## config.mk

```make
export PLATFORM = sky130hd
export DESIGN_NAME = dcache_wb
export DESIGN_NICKNAME = d
export VERILOG_FILES = /design/src/rtl/dcache_wb.sv
export SDC_FILE = /design/constraint.sdc
export NUM_CORES = 2
export LEC_CHECK = 0
export BUFFER_PORTS_ARGS = -buffer_cell sky130_fd_sc_hd__buf_2
export CORE_UTILIZATION = 51
export CTS_BUF_LIST = sky130_fd_sc_hd__clkbuf_8
export CTS_CLUSTER_SIZE = 20
export DETAILED_ROUTE_END_ITERATION = 10
export PLACE_DENSITY = 0.71
export SYNTH_ARGS = -nofsm -noshare
export SYNTH_HDL_FRONTEND = slang
export SYNTH_SLANG_ARGS = --single-unit
```

## constraint.sdc

```tcl
create_clock -name clk -period 10.9 [get_ports clk]
set_clock_uncertainty 0.15 [all_clocks]
set_input_delay 0 -clock clk [delete_from_list [all_inputs] [get_ports clk]]
set_output_delay 0 -clock clk [all_outputs]
set_load 0.005 [all_outputs]
```

## src/rtl/dcache_wb.sv

```systemverilog
// dcache_wb: direct-mapped, write-back, write-allocate L1 data cache.
// Wishbone slave toward the CPU (one 128-bit line per access) and a
// wishbone master toward L2 for line fills and dirty evictions.
module dcache_wb #(
  parameter int NUM_SETS = 8
) (
  input  logic         clk,
  input  logic         rst_n,
  input  logic [11:0]  cpu_adr,
  input  logic [127:0] cpu_dat_m,
  input  logic [15:0]  cpu_sel,
  input  logic         cpu_we,
  input  logic         cpu_stb,
  input  logic         cpu_cyc,
  output logic [127:0] cpu_dat_s,
  output logic         cpu_ack,
  output logic [11:0]  mem_adr,
  output logic [127:0] mem_dat_m,
  output logic [15:0]  mem_sel,
  output logic         mem_we,
  output logic         mem_stb,
  output logic         mem_cyc,
  input  logic [127:0] mem_dat_s,
  input  logic         mem_ack,
  output logic [15:0]  hit_count,
  output logic [15:0]  miss_count
);

  localparam int IDX_W = $clog2(NUM_SETS);
  localparam int TAG_W = 12 - IDX_W;

  typedef enum logic [1:0] {
    IDLE      = 2'd0,
    RESPOND   = 2'd1,
    WRITEBACK = 2'd2,
    ALLOCATE  = 2'd3
  } state_t;

  state_t state;

  // Per-set bookkeeping; only valid/dirty carry a reset.
  logic [NUM_SETS-1:0] valid;
  logic [NUM_SETS-1:0] dirty;
  logic [TAG_W-1:0]    tag_mem  [NUM_SETS];
  logic [127:0]        line_mem [NUM_SETS];

  logic [IDX_W-1:0] idx;
  logic [TAG_W-1:0] tag;
  logic             req;
  logic             hit;
  logic [127:0]     cur_line;
  logic [127:0]     merged_line;
  logic             line_we;
  logic             tag_we;
  logic [127:0]     line_wdata;

  // Byte-granular merge of CPU write data into a stored line.
  function automatic logic [127:0] merge_bytes(input logic [127:0] old_line,
                                               input logic [127:0] new_data,
                                               input logic [15:0]  sel);
    logic [127:0] res;
    res = old_line;
    for (int i = 0; i < 16; i++) begin
      if (sel[i]) begin
        res[8*i +: 8] = new_data[8*i +: 8];
      end else begin
        res[8*i +: 8] = old_line[8*i +: 8];
      end
    end
    return res;
  endfunction

  assign idx = cpu_adr[IDX_W-1:0];
  assign tag = cpu_adr[11:IDX_W];

  // Lookup of the addressed set: request qualification, hit detect, merged write line.
  always_comb begin
    req         = cpu_stb & cpu_cyc;
    cur_line    = line_mem[idx];
    hit         = valid[idx] & (tag_mem[idx] == tag);
    merged_line = merge_bytes(cur_line, cpu_dat_m, cpu_sel);
  end

  // Storage write strobes: CPU write hit in IDLE, or line fill completing in ALLOCATE.
  always_comb begin
    line_we    = 1'b0;
    tag_we     = 1'b0;
    line_wdata = merged_line;
    if (state == IDLE && req && hit && cpu_we) begin
      line_we    = 1'b1;
      tag_we     = 1'b0;
      line_wdata = merged_line;
    end else if (state == ALLOCATE && mem_ack) begin
      line_we    = 1'b1;
      tag_we     = 1'b1;
      line_wdata = mem_dat_s;
    end else begin
      line_we    = 1'b0;
      tag_we     = 1'b0;
      line_wdata = merged_line;
    end
  end

  // Tag and data arrays: plain RAM-style storage without reset.
  always_ff @(posedge clk) begin
    if (line_we) begin
      line_mem[idx] <= line_wdata;
    end
    if (tag_we) begin
      tag_mem[idx] <= tag;
    end
  end

  // Control FSM with registered CPU/L2 outputs, valid/dirty bits and counters.
  always_ff @(posedge clk or negedge rst_n) begin
    if (!rst_n) begin
      state      <= IDLE;
      valid      <= '0;
      dirty      <= '0;
      cpu_dat_s  <= 128'd0;
      cpu_ack    <= 1'b0;
      mem_adr    <= 12'd0;
      mem_dat_m  <= 128'd0;
      mem_sel    <= 16'd0;
      mem_we     <= 1'b0;
      mem_stb    <= 1'b0;
      mem_cyc    <= 1'b0;
      hit_count  <= 16'd0;
      miss_count <= 16'd0;
    end else begin
      cpu_ack <= 1'b0;
      case (state)
        IDLE: begin
          if (req) begin
            if (hit) begin
              hit_count <= hit_count + 16'd1;
              if (cpu_we) begin
                if (cpu_sel != 16'd0) begin
                  dirty[idx] <= 1'b1;
                end
              end else begin
                cpu_dat_s <= cur_line;
              end
              cpu_ack <= 1'b1;
              state   <= RESPOND;
            end else begin
              miss_count <= miss_count + 16'd1;
              mem_stb    <= 1'b1;
              mem_cyc    <= 1'b1;
              mem_sel    <= 16'hFFFF;
              if (valid[idx] && dirty[idx]) begin
                // Evict the resident dirty line before fetching the new one.
                mem_we    <= 1'b1;
                mem_adr   <= {tag_mem[idx], idx};
                mem_dat_m <= cur_line;
                state     <= WRITEBACK;
              end else begin
                mem_we  <= 1'b0;
                mem_adr <= cpu_adr;
                state   <= ALLOCATE;
              end
            end
          end
        end
        RESPOND: begin
          // The request is still held this cycle; it is deliberately not looked at.
          state <= IDLE;
        end
        WRITEBACK: begin
          if (mem_ack) begin
            dirty[idx] <= 1'b0;
            mem_we     <= 1'b0;
            mem_adr    <= cpu_adr;
            mem_dat_m  <= 128'd0;
            state      <= ALLOCATE;
          end
        end
        ALLOCATE: begin
          if (mem_ack) begin
            // Fill lands in the arrays this edge; IDLE then re-checks and hits.
            valid[idx] <= 1'b1;
            dirty[idx] <= 1'b0;
            mem_stb    <= 1'b0;
            mem_cyc    <= 1'b0;
            mem_sel    <= 16'd0;
            mem_adr    <= 12'd0;
            state      <= IDLE;
          end
        end
        default: begin
          state <= IDLE;
        end
      endcase
    end
  end

endmodule

```

==> flow_summary.yaml <==
run_status:
  outcome: "completed"
yosys:
  yosysTopAreaCell: "edfxtp_1"
  synth_seq_cells: 1417
  avgSynthCellArea_um2: 16.6
  postSynthCellCount: 3301
  postSynth.asyncResetShare: 0.227
  yosysWarningCount: 0
  synth_top_area_share: 0.599
  yosys-top-cells-area: "edfxtp_1 60%, dfrtp_1 15%, a22oi_1 4.9%"
  synthFlopType: "edfxtp_1"
  syn_nets: 3593
  synth_cell_type_count: 56
  synth_edf_count: 1096
  synth_area_um2: 54900
  yosysSeqAreaShare: 0.745
floorplan:
  row_count: 120
  die_x_um: 330
  coreArea_um2: 107000
  die_h_um: 330
  ios: 610
  dieArea_um2: 109000
  initial_utilization: 0.514
worst_hold_path:
  min_to: "mem_adr[6]$_DFFE_PN0P_"
  hp-start: "cpu_adr[6]"
  holdPathStages: 5
  hold_path.class: "input port to register"
finish:
  num-nets-final: 4593
  n_fill_cell: 7608
  seq_area_um2: 40900
  multi_input_area_um2: 12800
  drive_gt1_frac: 0.254
  utilization: 0.626
  area_growth_pct: 21.9
  design_area_um2: 67000
drt:
  drc: 0
  drtAntennaViolNets: 0
  drt-wirelength-per-cell_um: 25.5
  via_count: 35200
  drtPass1Iterations: 6
  drt_wl_total_mm: 150
  via_per_inst: 5.96
  drtIter0Drc: 3496
placement:
  placed_cell_area_um2: 59100
  gp_congestion: 0.850
  hpwl_mm: 83.8
  port_buffers: 609
sta:
  finalHoldViolCount: 0
  rsz0062_at_grt: "false"
  max_slew_margin: 0.169
  setup_tns_ns: 0
  worstMarginPinSlew_ns: 1.24
  whs_ns: 0.0899
  fin_crit_sh: 0.513
  layout_min_cycle_time_ns: 5.59
  drv_slew: 0
  max_clock_freq_mhz: 179
  setup_viol: 0
global_route:
  grt_pass1_vias: 34700
  antenna_found_initial: 13
  gr-usage-all-layers: 0.271
  grt_pass1_wl_mm: 219
  grt.overflow.total: 0
  grt_max_degree: 165
cts:
  clock_latency_ns: 0.89
  cts_tree: "done"
  cts_buffer_depth: 3
  postCtsResizedCells: 0
  htreeDepth: 4
  post_cts_buffers: 0
  cts-root-buf: "clkbuf_8"
  cts_buffers: 216
  clk_pin_slew_ns: 0.06
  cts.sinks: 1417
  ctsHoldBuffers: 363
setup_path:
  required_ns: 11.40
  cp-end-kind: "register"
  path_class: "input port to register"
  r2r_start: "tag_mem[5][8]$_DFFE_PP_"
  r2r_setup_slack_ns: 6.07
  start_kind: "input port"
  r2r-end: "line_mem[0][35]$_DFFE_PP_"
  cp_max_fo: 54
  cp_data_arrival_time_ns: 6.09
  r2r_cells: 11
power_and_ir_drop:
  finalPower_mw: 11.9
  power.density_nw_per_um2: 178
  ir_drop_v: 0.000114
  power_leakage_nw: 26.3
job:
  cap_violations: 0
-- synth_stat cells, types with 6 or more instances --
master,n
inv_1,14
mux2_2,31
nor2_1,164
a22oi_1,362
or2_2,10
nand3_1,54
nand4_1,82
a221o_1,12
buf_4,18
edfxtp_1,1096
nor4_1,6
nand2_1,57
a221oi_1,48
a22o_1,172
buf_12,11
mux2_4,101
buf_6,8
xnor2_1,19
mux2i_1,178
mux4_2,21
buf_2,26
a21oi_1,155
nor3_1,17
and3_1,11
xor2_1,20
clkbuf_1,143
mux2_1,21
nor2b_1,12
o21ai_0,28
buf_1,36
dfrtp_1,321
-- cell families after synthesis --
logic type | synth area share
compound gates | 0.107
xor+xnor | 0.00622
fa+ha+maj | 0.000455
buf+inv | 0.0238
flops | 0.745
mux | 0.0793
simple gates | 0.0382
-- layer usage --
metal | global-route usage | vias to the layer above | part of all wire
li1 | - | 15200 | -
met1 | 0.371 | 17800 | 0.40
met5 | 0 | - | 0.00047
met4 | 0.101 | 10 | 0.032
met2 | 0.440 | 1859 | 0.49
met3 | 0.0447 | 318 | 0.077
-- where the power goes --
group | internal [mW] | leakage (nW) | switching, mW
Clock | 2.13 | 2.43 | 2.07
Sequential | 6.21 | 14.3 | 0.0657
Combinational | 0.519 | 9.54 | 0.912
Total | 8.86 | 26.3 | 3.05
-- area by class of cell --
class / count / share of cell area
clock buffers: 230 / 0.0473
well taps: 1403 / 0.0262
clock inverters: 172 / 0.0150
repair buffers: 1025 / 0.108
flip-flops and latches: 1417 / 0.611
diodes: 8 / 0.000299
multi-input cells: 1626 / 0.191
inverters: 15 / 0.000841
-- metrics by stage --
| step | instances | setup slack [ns] |
|---|---|---|
| floorplan | 3301 | 2.68 |
| global placement | 5123 | 5.19 |
| detailed placement | 5123 | 5.18 |
| CTS | 5888 | 5.54 |
| global route | 5895 | 5.12 |
| finish | 5896 | 5.31 |
-- cell usage in the layout (no fill, tap or decap), types with 4 or more instances in the layout --
cell              n
nand4_1          82
mux4_2           21
clkinv_1         36
nor4_1            6
xnor2_1          19
nor3_1           11
a221oi_1         48
nor3_2            5
o221ai_1          4
a21oi_1         155
buf_2           606
buf_12            7
nor2_1          155
clkinvlp_4        5
nand3_1          53
nor2_4            9
a22oi_1         362
edfxtp_1       1096
mux2i_1         178
nand2_1          57
bufinv_16         7
dfrtp_1         321
diode_2           8
a221o_1          12
buf_4            47
inv_1            92
mux2_2           31
mux2_4          101
xor2_1           20
clkinv_8          5
clkbuf_8        230
and3_1           10
o21ai_0          27
or2_2            10
nor2b_1          12
dlygate4sd3_1   362
mux2_1           21
a22o_1          172
clkinv_2         35
-- worst max-delay path by stage --
stage                                 start                   endpoint  slack, ns
floorplan           tag_mem[5][8]$_DFFE_PP_   line_mem[0][0]$_DFFE_PP_       2.68
global placement                 cpu_adr[1]  line_mem[0][32]$_DFFE_PP_       5.19
detailed placement               cpu_adr[1]  line_mem[0][35]$_DFFE_PP_       5.18
CTS                              cpu_adr[1]  line_mem[0][14]$_DFFE_PP_       5.54
global route                     cpu_adr[1]  line_mem[6][59]$_DFFE_PP_       5.12
finish                           cpu_adr[1]  line_mem[6][59]$_DFFE_PP_       5.31
-- flip-flops by register name, indices dropped and copies added, names as in the netlist, named ones only --
register and count:
cpu_ack 1, line_mem 1024, mem_sel 1, hit_count 16, mem_dat_m 128, cpu_dat_s 128, mem_we 1, valid 8
mem_adr 12, tag_mem 72, state 2, miss_count 16
-- worst max-delay path, stage by stage --
cell and delay, ns:
dlygate4sd3_1 0.56, buf_6 0.52, buf_4 0.79, and2_4 0.66
buf_4 0.68, buf_4 0.63, a22oi_1 0.18, nand4_1 0.30
mux2i_1 0.13, dlygate4sd3_1 0.58, a21oi_1 0.20, dlygate4sd3_1 0.75
No activity file was read; power rests on OpenSTA's default activity.
